## src/rtl/hw2_frame_acc.sv

```systemverilog
// hw2_frame_acc: saturating frame accumulator behind the hw2 add/sub-multiply
// stage. Samples are summed into a signed clamped accumulator. A frame closes
// after FRAME_LEN samples, or earlier on flush. The finished frame is then held
// on the outputs until the downstream side takes it.
module hw2_frame_acc #(
  parameter int DATA_WIDTH = 8,
  parameter int FRAME_LEN  = 32,
  parameter int ACC_WIDTH  = 20,
  parameter int CNT_WIDTH  = 6
) (
  input  logic                    clk,
  input  logic                    reset,
  input  logic                    in_valid,
  input  logic [2*DATA_WIDTH-1:0] in_d,
  output logic                    in_ready,
  input  logic                    flush,
  output logic                    out_valid,
  input  logic                    out_ready,
  output logic [ACC_WIDTH-1:0]    out_sum,
  output logic [CNT_WIDTH-1:0]    out_cnt,
  output logic                    out_sat
);

  localparam int IW = 2*DATA_WIDTH;
  localparam logic [1:0] IDLE  = 2'd0;
  localparam logic [1:0] ACCUM = 2'd1;
  localparam logic [1:0] HOLD  = 2'd2;
  localparam logic [ACC_WIDTH-1:0] ACC_MAX = {1'b0, {(ACC_WIDTH-1){1'b1}}};
  localparam logic [ACC_WIDTH-1:0] ACC_MIN = {1'b1, {(ACC_WIDTH-1){1'b0}}};

  logic [1:0]           state;
  logic [ACC_WIDTH-1:0] acc;
  logic [CNT_WIDTH-1:0] cnt;
  logic                 sat;

  logic                 accept;
  logic [ACC_WIDTH:0]   sum;
  logic                 ovf_pos, ovf_neg;
  logic [ACC_WIDTH-1:0] acc_nx, fin_acc;
  logic [CNT_WIDTH-1:0] cnt_nx, fin_cnt;
  logic                 fin_sat;
  logic                 close;

  // Pure state decode: no path from out_ready into in_ready.
  assign in_ready = (state != HOLD);
  assign accept   = in_valid && in_ready;

  // One guard bit above the accumulator catches overflow in either direction;
  // the sample is narrower than the accumulator so the sum always fits.
  always_comb begin
    sum     = {acc[ACC_WIDTH-1], acc} + {{(ACC_WIDTH+1-IW){in_d[IW-1]}}, in_d};
    ovf_pos = !sum[ACC_WIDTH] &&  sum[ACC_WIDTH-1];
    ovf_neg =  sum[ACC_WIDTH] && !sum[ACC_WIDTH-1];
    acc_nx  = ovf_pos ? ACC_MAX : (ovf_neg ? ACC_MIN : sum[ACC_WIDTH-1:0]);
    cnt_nx  = cnt + 1'b1;
    // Values the frame closes with, including a sample accepted this cycle.
    fin_acc = accept ? acc_nx : acc;
    fin_cnt = accept ? cnt_nx : cnt;
    fin_sat = sat | (accept && (ovf_pos || ovf_neg));
    // Flush without a sample only closes a frame that already has samples.
    close   = (state != HOLD) &&
              ((accept && (cnt_nx == CNT_WIDTH'(FRAME_LEN) || flush)) ||
               (flush && cnt != '0));
  end

  // Frame FSM, accumulator and result registers.
  always_ff @(posedge clk or posedge reset) begin
    if (reset) begin
      state     <= IDLE;
      acc       <= '0;
      cnt       <= '0;
      sat       <= 1'b0;
      out_valid <= 1'b0;
      out_sum   <= '0;
      out_cnt   <= '0;
      out_sat   <= 1'b0;
    end else if (close) begin
      out_sum   <= fin_acc;
      out_cnt   <= fin_cnt;
      out_sat   <= fin_sat;
      out_valid <= 1'b1;
      acc       <= '0;
      cnt       <= '0;
      sat       <= 1'b0;
      state     <= HOLD;
    end else if (accept) begin
      acc       <= acc_nx;
      cnt       <= cnt_nx;
      sat       <= fin_sat;
      state     <= ACCUM;
    end else if (state == HOLD && out_ready) begin
      // Result registers keep their last values after the handshake.
      out_valid <= 1'b0;
      state     <= IDLE;
    end
  end

endmodule
```

## config.mk

```make
export PLATFORM = sky130hd
export DESIGN_NAME = hw2_frame_acc
export DESIGN_NICKNAME = d
export VERILOG_FILES = /design/src/rtl/hw2_frame_acc.sv
export SDC_FILE = /design/constraint.sdc
export NUM_CORES = 1
export LEC_CHECK = 0
export BUFFER_PORTS_ARGS = -buffer_cell sky130_fd_sc_hd__buf_2
export CAP_MARGIN = 5
export CORE_UTILIZATION = 40
export DETAILED_ROUTE_END_ITERATION = 7
export PLACE_DENSITY = 0.66
export SETUP_SLACK_MARGIN = 0.1
export SLEW_MARGIN = 10
export SYNTH_ARGS = -nofsm -noshare
export SYNTH_HDL_FRONTEND = slang
export SYNTH_SLANG_ARGS = --single-unit
```

## constraint.sdc

```tcl
create_clock -name clk -period 9.1 [get_ports clk]
set_clock_uncertainty 0.2 [all_clocks]
set_input_delay 1.82 -clock clk [delete_from_list [all_inputs] [get_ports clk]]
set_output_delay 1.82 -clock clk [all_outputs]
set_load 0.03 [all_outputs]
```

# After elaboration in Yosys (flattened, before gate mapping)
# Index checks and enable logic that the tools add are counted.
[classes]
n_addsub = 2
muxes = 14
eq_ne = 4
bitwise = 1
reduce_logical = 18
[ops]
columns = ["cell", "n"]
rows = [
  ["2-to-1 mux 20 bit", 4],
  ["adder 20 x 16 -> 21 bit", 1],
  ["2-to-1 mux 6 bit", 2],
  ["logical AND 1 bit", 8],
  ["adder 6 x 1 -> 6 bit (second input constant)", 1],
  ["== test 6 bit (second input constant)", 1],
  ["2-to-1 mux 2 bit", 3],
  ["nonzero test 6 bit", 1],
  ["2-to-1 mux 1 bit", 5],
  ["nonzero test 2 bit", 2],
  ["logical OR 1 bit", 3],
  ["nonzero test 3 bit", 1],
  ["== test 2 bit (second input constant)", 1],
  ["zero test 1 bit", 2],
  ["!= test 2 x 1 -> 1 bit (second input constant)", 1],
  ["!= test 2 bit (second input constant)", 1],
  ["AND reduction 2 bit", 1],
  ["bitwise OR 1 bit", 1],
]
[totals]
input_bits = 21
reg_bits = 57
word_cells = 47
out_inout_bits = 29

# Depth between registers and ports, before layout
[logic_depth]
word_depth = 8
ltp_mapped = 16

# Least setup slack after synthesis
# OpenSTA, ideal clock, no wires.
[synth_timing]
path_kind = "input port to flip-flop"
from = "input port in_d[0]"
to = "register acc[17]"
path_buffers = 0
slack_ns = 4.244
cell_stages = 13
required_time_ns = 8.823
arrival_ns = 4.578
cell_sequence = "ha_1 inv_1 fa_1 nor2b_1 o31ai_2 a211oi_4 o31ai_2 o31a_4 ha_1 nor2_1 and4b_2 a311oi_1 a21oi_1"
[synth_between]
elab_chain_cells = 7
word_cells_on_any_way = 9
[synth_lines]
columns = ["item", "line", "source"]
rows = [
  ["start, declared", "14", "input logic [2*DATA_WIDTH-1:0] in_d,"],
  ["adder 20 x 16 -> 21 bit *", "51", "sum = {acc[ACC_WIDTH-1], acc} + {{(ACC_WIDTH+1-IW){in_d[IW-1]}}, in_d};"],
  ["zero test 1 bit", "53", "ovf_neg = sum[ACC_WIDTH] && !sum[ACC_WIDTH-1];"],
  ["logical AND 1 bit", "53", ""],
  ["2-to-1 mux 20 bit", "54", "acc_nx = ovf_pos ? ACC_MAX : (ovf_neg ? ACC_MIN : sum[ACC_WIDTH-1:0]);"],
  ["2-to-1 mux 20 bit *", "54", ""],
  ["2-to-1 mux 20 bit *", "86", "end else if (accept) begin"],
  ["2-to-1 mux 20 bit *", "77", "end else if (close) begin"],
  ["end signal, assigned", "87", "acc <= acc_nx;"],
  ["end, declared", "32", "logic [ACC_WIDTH-1:0] acc;"],
]
# Every way passes the cells marked *; elsewhere a longest branch is shown, timed or not.
# A chain may end at the register's enable or synchronous reset.

# Final worst setup path
[layout_timing]
from = "input port in_d[2]"
to = "register out_sum[13]"
[layout_between]
elab_chain_cells = 6
word_cells_on_any_way = 8
[layout_lines]
columns = ["item", "line", "source"]
rows = [
  ["adder 20 x 16 -> 21 bit *", "51", ""],
  ["zero test 1 bit", "53", ""],
  ["logical AND 1 bit", "53", ""],
  ["2-to-1 mux 20 bit", "54", ""],
  ["2-to-1 mux 20 bit *", "54", ""],
  ["2-to-1 mux 20 bit *", "-", ""],
  ["end signal, assigned", "78", "out_sum <= fin_acc;"],
  ["end, declared", "19", "output logic [ACC_WIDTH-1:0] out_sum,"],
]
# Marks and branches as above.

==> impl_metrics.ini <==
[run_status]
status = finished clean

[grt]
grt_max_degree = 58
grt.overflow.total = 0
grt_usage = 0.1887
grt_pass1_vias = 2721
grt_pass1_wl_um = 13300
antenna_found_initial = 0

[routing]
final_antenna_net_count = 0
wl_per_cell_um = 15.32
vias = 3057
viasPerCell = 5.528
drc = 0
drt_wl_total_um = 8474
drtIter0Drc = 107
firstDrtPassIters = 6

[worst_setup_path]
critPathCapture = out_sum[13]
rr_worst_depth = 15
worstPathMaxFanout = 15
reg2reg_setup_slack_ns = 4.95
crit_start = in_d[2]
worstSetupPathType = primary input to flop
start_kind = primary input
crit_required_ns = 9.07
endpoint_kind = flop
r2r_start = acc[2]
r2r_end = out_sum[13]
arrival_ns = 5.32

[timing]
slew_headroom = 0.2817
timing.setup.tns_ns = 0
hold_ws_ns = 0.2717
min_period_ns = 5.346
rsz0062_at_grt = no
setup_viol = 0
slew_viol_final = 0
fin_ws_ns = 3.754
hold_viol = 0
fmax_mhz = 187.0
finalCritPeriodShare = 0.5875
worst_pin_slew_ns = 1.077

[die]
num_io_pins = 50
coreArea_um2 = 8678
fp.dieW_um = 96.47
initial_core_util = 0.4113
row_count = 34
dieArea_um2 = 9306
die_y_um = 96.47

[synth]
yosys_warnings = 0
synth_seq_cells = 57
synth_ff_type = dfrtp_1
yosysSeqAreaShare = 0.3996
synthesis.area_um2 = 3570
synth_cell_types = 57
synth_edf_count = 0
syn-mean-instance-area_um2 = 8.992
yosysMostFrequentCell = dfrtp_1
synth_top_cell_by_area = dfrtp_1
synth_common_cells = 57 x dfrtp_1, 53 x nor2_1, 40 x nand2_1
synth_nets = 443
syn-instance-count = 397
synth_top_area_frac = 0.3996
ys_top_cells_by_area = dfrtp_1 40%, ha_1 8.4%, nor2_1 5.6%, o21ai_0 4.6%, nand2_1 4.2%
async_reset_ff_frac = 1.000

[cells_and_area]
fillers = 852
n_antenna_cell = 0
drive_gt1_frac = 0.1910
nNetsFinal = 486
area_growth_pct = 14.20

[clock_network]
cts_resized = 0
cts_tree = yes
post-cts-setup-buffers = 0
clk_latency_ns = 0.34
path_clk_slew_ns = 0.07
cts_sinks = 57
root_buffer = clkbuf_8
ctsHoldBuffers = 0
clk_path_buf_depth = 2
cts_max_level = 3
cts_made_buffers = 9

[min_path]
hold_path.class = flop to flop
whs_path_depth = 2

[place]
io_buffers = 49
place.gp.congestion = 0.8321
post-dp-hpwl_um = 6176
pre_cts_ws_ns = 3.437

[power]
power_frac_comb = 0.596
p_per_area_nw_per_um2 = 402.7
power_switching_uw = 792.9
p_total_uw = 1642
peakVddDrop_mv = 0.1876
sw_frac_of_total = 0.4830
p_int_uw = 848.7
seqPwrFrac = 0.260
leakagePower_uw = 0.001950
clock_power_share = 0.145

[job]
cap_violations = 0
-- worst max-delay path, cell delays in order --
cell	delay [ns]
buf_2	0.10
ha_1	0.34
o21ai_0	0.25
nor2_1	0.14
o41ai_2	0.41
o21ai_2	0.19
a221oi_2	0.28
xnor2_1	0.12
inv_1	0.07
ha_1	0.51
inv_1	0.28
o21ai_0	0.16
nor3_1	0.09
a221o_1	0.32
nor2_1	0.16
a21oi_1	0.09
-- logic make-up after synthesis --
| logic type | Yosys count | synth area share |
|---|---|---|
| flip-flops | 57 | 0.3996 |
| AND/OR/NAND/NOR | 132 | 0.1661 |
| adder cells (fa/ha/maj) | 25 | 0.08973 |
| buffers and inverters | 37 | 0.04276 |
| XOR/XNOR | 17 | 0.04171 |
| AO/OA/AOI/OAI | 126 | 0.2482 |
| multiplexers | 3 | 0.01192 |
-- metal layers --
layer / up-vias / share of wire / wire, um / track usage
met5: - / 0 / 0 / 0
met4: 0 / 0.010 / 88 / 0.04779
met2: 88 / 0.46 / 3927 / 0.3016
li1: 1504 / - / - / -
met1: 1454 / 0.47 / 3952 / 0.2527
met3: 11 / 0.060 / 506 / 0.05008
-- cell usage in the layout (no fill, tap or decap), types with 5 or more instances in the layout --
cell and instances:
o21ai_0 33, xnor2_1 9, a21o_1 8, ha_1 24
nand2_1 40, xor2_1 8, clkbuf_8 10, inv_1 17
and3_1 8, o22ai_1 5, dfrtp_1 57, buf_2 49
a21oi_1 26, o21bai_1 6, nand3_1 7, nor3_1 5
o21ai_1 5, nor2_1 53
-- registers in the layout, indices dropped and copies added (netlist names) --
register	flops
acc	20
out_sum	20
cnt	6
out_cnt	6
state	2
out_sat	1
out_valid	1
sat	1
-- per-stage QoR --
stage	std cells	util	cell area, um^2
2_1_floorplan	397	-	3570
3_3_place_gp	537	0.4471	3880
3_5_place_dp	537	0.4471	3880
4_1_cts	553	0.4697	4076
5_1_grt	553	0.4697	4076
6_report	553	0.4697	4076
-- worst min-delay path by stage --
| stage | start | to | slack, ns |
|---|---|---|---|
| global route | out_sum[0] | out_sum[0] | 0.31 |
| finish | out_sum[5] | out_sum[5] | 0.27 |
| CTS | out_sum[5] | out_sum[5] | 0.28 |
| detailed placement | out_sum[5] | out_sum[5] | 0.27 |
| floorplan | state[1] | state[1] | 0.25 |
| global placement | out_sum[5] | out_sum[5] | 0.26 |
-- final cells by class --
class / instances / area, um^2 / area share
clock inverters: 5 / 55.05 / 0.01351
flip-flops and latches: 57 / 1426 / 0.3499
clock buffers: 11 / 141.4 / 0.03468
well taps: 108 / 135.1 / 0.03315
multi-input cells: 303 / 1991 / 0.4883
inverters: 18 / 67.56 / 0.01657
repair buffers: 51 / 260.3 / 0.06384
-- power groups by stage --
stage	clock network, uW	logic, uW	registers [uW]
after CTS	244	978	426
after floorplan	0	659	516
after global placement	0	956	427
final	237	978	426
after global routing	253	1080	439
after detailed placement	0	969	429
(Power assumes the default switching activity.)
